--- config.mk ---
export PLATFORM = sky130hd
export DESIGN_NAME = mod_counter
export DESIGN_NICKNAME = d
export VERILOG_FILES = /design/src/rtl/mod_counter.sv
export SDC_FILE = /design/constraint.sdc
export NUM_CORES = 1
export LEC_CHECK = 0
export CAP_MARGIN = 20
export CORE_AREA = 3 3 40 42
export DETAILED_ROUTE_END_ITERATION = 16
export DIE_AREA = 0 0 43 45
export PLACE_DENSITY_LB_ADDON = 0.1
export SKIP_CTS_REPAIR_TIMING = 1
export SLEW_MARGIN = 30
export SYNTH_ARGS = -nofsm -noshare
export SYNTH_HDL_FRONTEND = slang
export SYNTH_SLANG_ARGS = --single-unit
--- constraint.sdc ---
create_clock -name clk -period 1.75 [get_ports clk]
set_input_delay 0.35 -clock clk [delete_from_list [all_inputs] [get_ports clk]]
set_output_delay 0.35 -clock clk [all_outputs]
set_load 0.005 [all_outputs]
--- src/rtl/mod_counter.sv ---
// Up/down modulo counter over 0..MAX with wrap or saturate at the boundary, clear/load/enable.
// Latency: count, wrap and sat register 1 cycle after the request; no backpressure (sampled every edge).
module mod_counter #(
    parameter int unsigned       WIDTH    = 4,
    parameter longint unsigned   MAX      = 15,
    parameter bit                SATURATE = 1'b0
) (
    input  logic             clk,
    input  logic             rst,
    input  logic             clear,
    input  logic             load,
    input  logic [WIDTH-1:0] load_val,
    input  logic             en,
    input  logic             up,
    output logic [WIDTH-1:0] count,
    output logic             at_max,
    output logic             at_min,
    output logic             wrap,
    output logic             sat
);

    localparam longint unsigned LIMIT = (64'd1 << WIDTH) - 64'd1;

    if (WIDTH < 1 || WIDTH > 32) begin : g_bad_width
        $error("mod_counter: WIDTH must be within 1..32");
    end
    if (MAX < 1 || MAX > LIMIT) begin : g_bad_max
        $error("mod_counter: MAX must be within 1..2^WIDTH-1");
    end

    localparam logic [WIDTH-1:0] MAX_V = WIDTH'(MAX);

    logic [WIDTH-1:0] r_count;
    logic             r_wrap;
    logic             r_sat;

    logic [WIDTH:0]   w_inc;
    logic [WIDTH:0]   w_dec;
    logic             w_top;
    logic             w_bot;
    logic [WIDTH-1:0] w_load_clamped;
    logic [WIDTH-1:0] w_nxt_count;
    logic             w_nxt_wrap;
    logic             w_nxt_sat;

    // One extra bit keeps the step free of modulo-2^WIDTH aliasing.
    assign w_inc = {1'b0, r_count} + {{WIDTH{1'b0}}, 1'b1};
    assign w_dec = {1'b0, r_count} - {{WIDTH{1'b0}}, 1'b1};
    assign w_top = (r_count == MAX_V);
    assign w_bot = (r_count == '0);
    assign w_load_clamped = (load_val > MAX_V) ? MAX_V : load_val;

    always_comb begin
        w_nxt_count = r_count;
        w_nxt_wrap  = 1'b0;
        w_nxt_sat   = 1'b0;
        if (clear) begin
            w_nxt_count = '0;
        end else if (load) begin
            w_nxt_count = w_load_clamped;
        end else if (en) begin
            if (up) begin
                if (!w_top) begin
                    w_nxt_count = w_inc[WIDTH-1:0];
                end else if (SATURATE) begin
                    w_nxt_sat   = 1'b1;
                end else begin
                    w_nxt_count = '0;
                    w_nxt_wrap  = 1'b1;
                end
            end else begin
                if (!w_bot) begin
                    w_nxt_count = w_dec[WIDTH-1:0];
                end else if (SATURATE) begin
                    w_nxt_sat   = 1'b1;
                end else begin
                    w_nxt_count = MAX_V;
                    w_nxt_wrap  = 1'b1;
                end
            end
        end
    end

    always_ff @(posedge clk) begin
        if (rst) begin
            r_count <= '0;
            r_wrap  <= 1'b0;
            r_sat   <= 1'b0;
        end else begin
            r_count <= w_nxt_count;
            r_wrap  <= w_nxt_wrap;
            r_sat   <= w_nxt_sat;
        end
    end

    assign count  = r_count;
    assign at_max = w_top;
    assign at_min = w_bot;
    assign wrap   = r_wrap;
    assign sat    = r_sat;

`ifdef FORMAL
    // Properties only hold once a reset has been seen; the harness asserts rst in the first cycle.
    logic r_f_valid;
    always_ff @(posedge clk) begin
        if (rst) r_f_valid <= 1'b1;
    end

    a_le_max: assert property (@(posedge clk) r_f_valid |-> (r_count <= MAX_V));
    a_excl:   assert property (@(posedge clk) r_f_valid |-> !(r_wrap && r_sat));
    a_nowrap: assert property (@(posedge clk) r_f_valid && SATURATE |-> !r_wrap);
    a_nosat:  assert property (@(posedge clk) r_f_valid && !SATURATE |-> !r_sat);

    a_inc: assert property (@(posedge clk) disable iff (rst)
        r_f_valid && !clear && !load && en && up && !w_top |=> r_count == $past(r_count) + 1'b1);
    a_dec: assert property (@(posedge clk) disable iff (rst)
        r_f_valid && !clear && !load && en && !up && !w_bot |=> r_count == $past(r_count) - 1'b1);
    a_top: assert property (@(posedge clk) disable iff (rst)
        r_f_valid && !clear && !load && en && up && w_top
        |=> (SATURATE ? (r_count == MAX_V && r_sat) : (r_count == '0 && r_wrap)));
    a_bot: assert property (@(posedge clk) disable iff (rst)
        r_f_valid && !clear && !load && en && !up && w_bot
        |=> (SATURATE ? (r_count == '0 && r_sat) : (r_count == MAX_V && r_wrap)));
    a_load: assert property (@(posedge clk) disable iff (rst)
        r_f_valid && !clear && load |=> r_count == $past(w_load_clamped));
    a_wrap_src: assert property (@(posedge clk) disable iff (rst)
        r_f_valid && $past(r_f_valid) && r_wrap |-> $past(en && (up ? w_top : w_bot)));
`endif

endmodule

==> summary.md, run 1 <==
| Metric | Value |
|---|---|
| Worst setup SP type | flip-flop |
| CTS Buffer Depth | 2 |
| Critical path type | reg2out |
| Routed wire length | 936 um |
| Share of layout cells above drive strength 1 | 31.9% |
| DP HPWL | 741 um |
| Setup violators final | 0 |
| Prevailing post-synth register cell | dfxtp_1 |
| Filler cell count in the final layout | 121 |
| H-tree Lvls | 1 |
| PD cells | 569 nW/um2 |
| Initial Util | 28.4% |
| Port Buf Inserts | 16 |
| Final Hold Vio Count | 0 |
| EDFF count, synth | 0 |
| Leakage | 0.293 nW |
| Maximum clock frequency | 0.636 GHz |
| Detailed-route DRC error count | 0 |
| Yosys reg bits | 5 |
| Fin worst setup slack | about 0.18 ns |
| Drt initial violations | 6 |
| TritonCTS clock tree | yes |
| Worst Setup End Kind | output port |
| Num CTS Buffers | 3 |
| Unrepaired setup endpoints after global routing | false |
| Vias in the first global route | ~350 |
| Cells after synthesis | 44 |
| Setup slack at placement | 0.0468 ns |
| Maxcap violations | 0 |
| Std-Cell Rows | 13 |
| I/O pin count | 18 |
| CTS clk-pin slew, worst paths | 0.05 ns |
| Multi-input logic area | 263 um2 |
| First-pass GRT wire length | 1440 um |
| Final Wtd Congestion | 0.707 |
| Die Ht | roughly 45 um |
| Peak supply drop | around 460 uV |
| Grt total ovfl | 0 |
| Netlist cell types | 26 |
| DRT Pass-1 Iters | 2 |
| Most frequent cells in the layout | clkdlybuf4s50_1 (14), buf_4 (6), a21oi_1 (4) |
| Num Clock Sinks | 5 |
| Overall Global Routing Usage | 10.4% |
| Die Footprint | ~1900 um2 |
| Clk Latency, worst-skew pair | 0.24 ns |
| Syn Area/Cell | just over 8 um2 |
| Final Cell Area | between 600 and 700 um2 |
| Largest net degree at the start of global routing | 9 |
| Core ar. | approximately 1300 um2 |
| Seq/Total Area, Yosys | a little over a quarter |
| Synth Cell Area | 365 um2 |
| Die W | 43 um |
| # diodes | 0 |
| Most common cell after layout, fill and taps aside | clkdlybuf4s50_1 |
| Worst EP arrival | between 1 and 1.5 ns |
| Min Tclk post-route | 1.57 ns |
| Max Slew Vio Count | 0 |
| Setup TNS | 0 ns |
| Antenna violations before repair | 0 |
| DRT antenna net count | 0 |
| Via count | 399 |
| Highest net fanout along the worst path | 6 |
| Average wire per standard cell | 11.1 um |
| Final setup skew | 0.00566 ns |
| Post-DR vias/cell | around 4.8 |
| Register area | ~110 um2 |
| Layout net count | between 80 and 90 |
| CTS Root Cell | clkbuf_4 |
| Placed inst area | 582 um2 |
| Number of synthesis warnings | 0 |
| Status | finished clean |
| Async S/R FF share, synth | 0% |
| Final hold slack | 0.694 ns |
| Crit share post-route | 89.8% |
| Critical Path RT | 1.40 ns |
| Layout area overhead | 74.3% |
| Worst Hold Class | reg2reg |
| Synth Net Count | 56 |
[sequential cells by signal (all words and copies together) (netlist names)]
name / count
count: 4
wrap: 1
[metrics by stage]
stage | std cells | total power, mW | utilization (%)
final | 84 | 0.362 | 49.6
after global routing | 84 | 0.390 | 49.6
after CTS | 84 | 0.367 | 47.3
after detailed placement | 80 | 0.223 | 45.3
after global placement | 80 | 0.224 | 45.3
after floorplan | 44 | 0.167 | -
[Yosys cell counts (2+ instances only)]
cell	instances	area share, %
ha_1	2	6.8
nor2_1	3	3.1
dfxtp_1	5	27
xnor2_1	3	7.2
inv_1	2	2.1
or2b_2	2	4.8
mux2i_1	2	5.5
o21ai_0	3	4.1
nand2_1	2	2.1
a21oi_1	4	5.5
[cells by family (layout without fill, tap and decap cells)]
kind of cell | after synthesis | count (layout) | share of synthesized area (%)
AO/OA/AOI/OAI | 11 | 11 | 18.5
XOR/XNOR | 3 | 3 | 7.19
adder cells (fa/ha/maj) | 2 | 2 | 6.85
buffers and inverters | 4 | 29 | 5.14
flip-flops | 5 | 5 | 27.4
multiplexers | 3 | 3 | 8.56
other | 1 | 1 | 1.03
AND/OR/NAND/NOR | 15 | 15 | 25.3
[report_power, final]
group / internal (mW) / switching, mW
Clock: 0.0865 / 0.0513
Combinational: 0.0631 / 0.0346
Sequential: 0.119 / 0.00787
Total: 0.269 / 0.0937
[layer usage]
metal	part of all wire, %	vias up	global-route usage, %
met5	0	-	0
met4	0	0	1.81
met3	5.8	0	7.17
met2	47	11	15.9
met1	47	179	12.3
li1	-	209	-
[layout make-up]
type | count | share of cell area [%]
multi-input combinational | 35 | 41.3
timing repair buffer | 22 | 33.0
sequential | 5 | 16.9
clock buffer | 4 | 4.13
tap | 15 | 2.95
inverter | 3 | 1.77
[critical path: stages (launching register included)]
cell and delay (ns):
dfxtp_2 0.34, buf_4 0.14, clkdlybuf4s50_1 0.50
[path summary, 6_finish.rpt]
path	from	to	slack, ns	depth (start not counted)
setup / recovery	count[0]$_SDFFE_PP0P_	count[0]	0.18	2
hold / removal	count[3]$_SDFFE_PP0P_	count[3]$_SDFFE_PP0P_	0.69	2
setup reg to reg	count[1]$_SDFFE_PP0P_	count[2]$_SDFFE_PP0P_	0.39	6
hold reg to reg	count[3]$_SDFFE_PP0P_	count[3]$_SDFFE_PP0P_	0.69	2
No activity file was read; power rests on OpenSTA's default activity.
==> run 2, diff against run 1 <==
--- a/config.mk
+++ b/config.mk
@@ -6,9 +6,9 @@
 export NUM_CORES = 1
 export LEC_CHECK = 0
 export CAP_MARGIN = 20
-export CORE_AREA = 3 3 40 42
+export CORE_AREA = 2 2 39 41
 export DETAILED_ROUTE_END_ITERATION = 16
-export DIE_AREA = 0 0 43 45
+export DIE_AREA = 0 0 41 43
 export PLACE_DENSITY_LB_ADDON = 0.1
 export SKIP_CTS_REPAIR_TIMING = 1
 export SLEW_MARGIN = 30
==> summary.md, run 2 (synthesis gave the netlist of run 1 again) <==
| Metric | Value |
|---|---|
| Grt total ovfl | 0 (unchanged) |
| CTS Buffer Depth | 2 (unchanged) |
| Most frequent cells in the layout | clkdlybuf4s50_1 (14), buf_4 (5), a21oi_1 (4) |
| Routed wire length | 945 um (+0.96%) |
| Drt initial violations | 4 (-2) |
| DRT Pass-1 Iters | 4 (+2) |
| Final Wtd Congestion | 0.661 (-6.4%) |
| PD cells | 567 nW/um2 (-0.45%) |
| I/O pin count | 18 (unchanged) |
| Average wire per standard cell | 11.3 um (+0.96%) |
| Core ar. | 1380 um2 (+7.7%) |
| Status | finished clean |
| Clk Latency, worst-skew pair | 0.24 ns (about the same) |
| Via count | 399 (unchanged) |
| Min Tclk post-route | 1.57 ns (+0.000349 ns) |
| Antenna violations before repair | 0 (unchanged) |
| Vias in the first global route | 388 (+9.6%) |
| Worst setup SP type | flip-flop |
| Post-DR vias/cell | 4.75 (unchanged) |
| First-pass GRT wire length | 1570 um (+9.6%) |
| Final setup skew | 0.00132 ns (-0.00434 ns) |
| CTS clk-pin slew, worst paths | 0.05 ns (about the same) |
| Register area | 109 um2 (+1.2%) |
| Setup slack at placement | 0.0647 ns (+0.0179 ns) |
| Port Buf Inserts | 16 (unchanged) |
| DP HPWL | 736 um (-0.80%) |
| Filler cell count in the final layout | 140 (+16%) |
| CTS Root Cell | clkbuf_4 |
| Leakage | 0.286 nW (-2.4%) |
| Peak supply drop | 229 uV (-50%) |
| Critical path type | reg2out |
| Total Power Consumption | 359 uW (-1.0%) |
| Num CTS Buffers | 3 (unchanged) |
| Multi-input logic area | 264 um2 (+0.48%) |
| Detailed-route DRC error count | 0 (unchanged) |
| Die Footprint | 1760 um2 (-8.9%) |
| Max reg flops | 4 (unchanged) |
| Die Ht | 43 um (-4.4%) |
| Maxcap violations | 0 (unchanged) |
| Setup violators final | 0 (unchanged) |
| Layout area overhead | 73.3% |
| Most common cell after layout, fill and taps aside | clkdlybuf4s50_1 |
| Final hold slack | 0.708 ns (+0.0138 ns) |
| Share of layout cells above drive strength 1 | 27.9% (-3.9 points) |
| Crit share post-route | 89.9% (about the same) |
| Setup TNS | 0 ns (unchanged) |
| Worst Hold Class | in2reg |
| Core Util, Final | 45.8% (-3.8 points) |
| Std-Cell Rows | 14 (+1) |
| Num Clock Sinks | 5 (unchanged) |
| Layout net count | 81 (-1.2%) |
| Maximum clock frequency | 0.636 GHz (about the same) |
| Worst EP arrival | 1.22 ns (about the same) |
| TritonCTS clock tree | yes |
| Initial Util | 26.4% (-2.0 points) |
| Reg2reg setup slack | 0.27 ns (-0.12 ns) |
| Final Hold Vio Count | 0 (unchanged) |
| Die W | 41 um (-4.7%) |
| Max Slew Vio Count | 0 (unchanged) |
| Critical Path RT | 1.40 ns (about the same) |
| # diodes | 0 (unchanged) |
| DRT antenna net count | 0 (unchanged) |
| Fin worst setup slack | 0.178 ns (-0.000349 ns) |
| Largest net degree at the start of global routing | 9 (unchanged) |
| Overall Global Routing Usage | 13.7% (+3.3 points) |
| Worst Setup End Kind | output port |
| Highest net fanout along the worst path | 6 (unchanged) |
| H-tree Lvls | 1 (unchanged) |
| Unrepaired setup endpoints after global routing | false |
run 2: layout make-up:
class,count,area share [%]
Inverter,3,1.78
Tap cell,16,3.16
Sequential cell,5,17.2
Timing Repair Buffer,21,32.0
Multi-Input combinational cell,35,41.7
Clock buffer,4,4.15
run 2: stage by stage:
stage	area, um2	instances
2_1_floorplan	365	44
3_3_place_gp	576	80
3_5_place_dp	576	80
4_1_cts	602	84
5_1_grt	633	84
6_report	633	84
run 2: worst paths after layout:
check / startpoint / to / cells past startpoint
setup / recovery: count[1]$_SDFFE_PP0P_ / count[1] / 2
hold / removal: rst / count[0]$_SDFFE_PP0P_ / 2
setup reg to reg: count[0]$_SDFFE_PP0P_ / count[2]$_SDFFE_PP0P_ / 7
hold reg to reg: count[1]$_SDFFE_PP0P_ / count[3]$_SDFFE_PP0P_ / 3
run 2: power by group:
group | total [mW] | switching (mW) | internal (mW)
clock | 0.137 | 0.0502 | 0.0864
combinational | 0.0956 | 0.0349 | 0.0607
sequential | 0.127 | 0.00844 | 0.118
total | 0.359 | 0.0935 | 0.265
run 2: layer usage:
layer / wire (um) / up-vias / part of all wire (%) / track usage, %
met1: 447 / 178 / 47 / 17.9
met2: 437 / 15 / 46 / 18.8
met5: 0 / - / 0 / 0
met3: 55 / 2 / 5.8 / 3.14
li1: - / 204 / - / -
met4: 5 / 0 / 0.53 / 10.0
run 2: worst max-delay path, stage by stage, from the launching register on:
cell	delay, ns
dfxtp_4	0.37
buf_4	0.12
clkdlybuf4s50_1	0.49
==> run 3, diff against run 2 <==
--- a/config.mk
+++ b/config.mk
@@ -11,6 +11,7 @@
 export DIE_AREA = 0 0 41 43
 export PLACE_DENSITY_LB_ADDON = 0.1
 export SKIP_CTS_REPAIR_TIMING = 1
+export SKIP_LAST_GASP = 1
 export SLEW_MARGIN = 30
 export SYNTH_ARGS = -nofsm -noshare
 export SYNTH_HDL_FRONTEND = slang
==> results of run 3 <==
Final layout, timing and power as in run 2 (identical DEF).
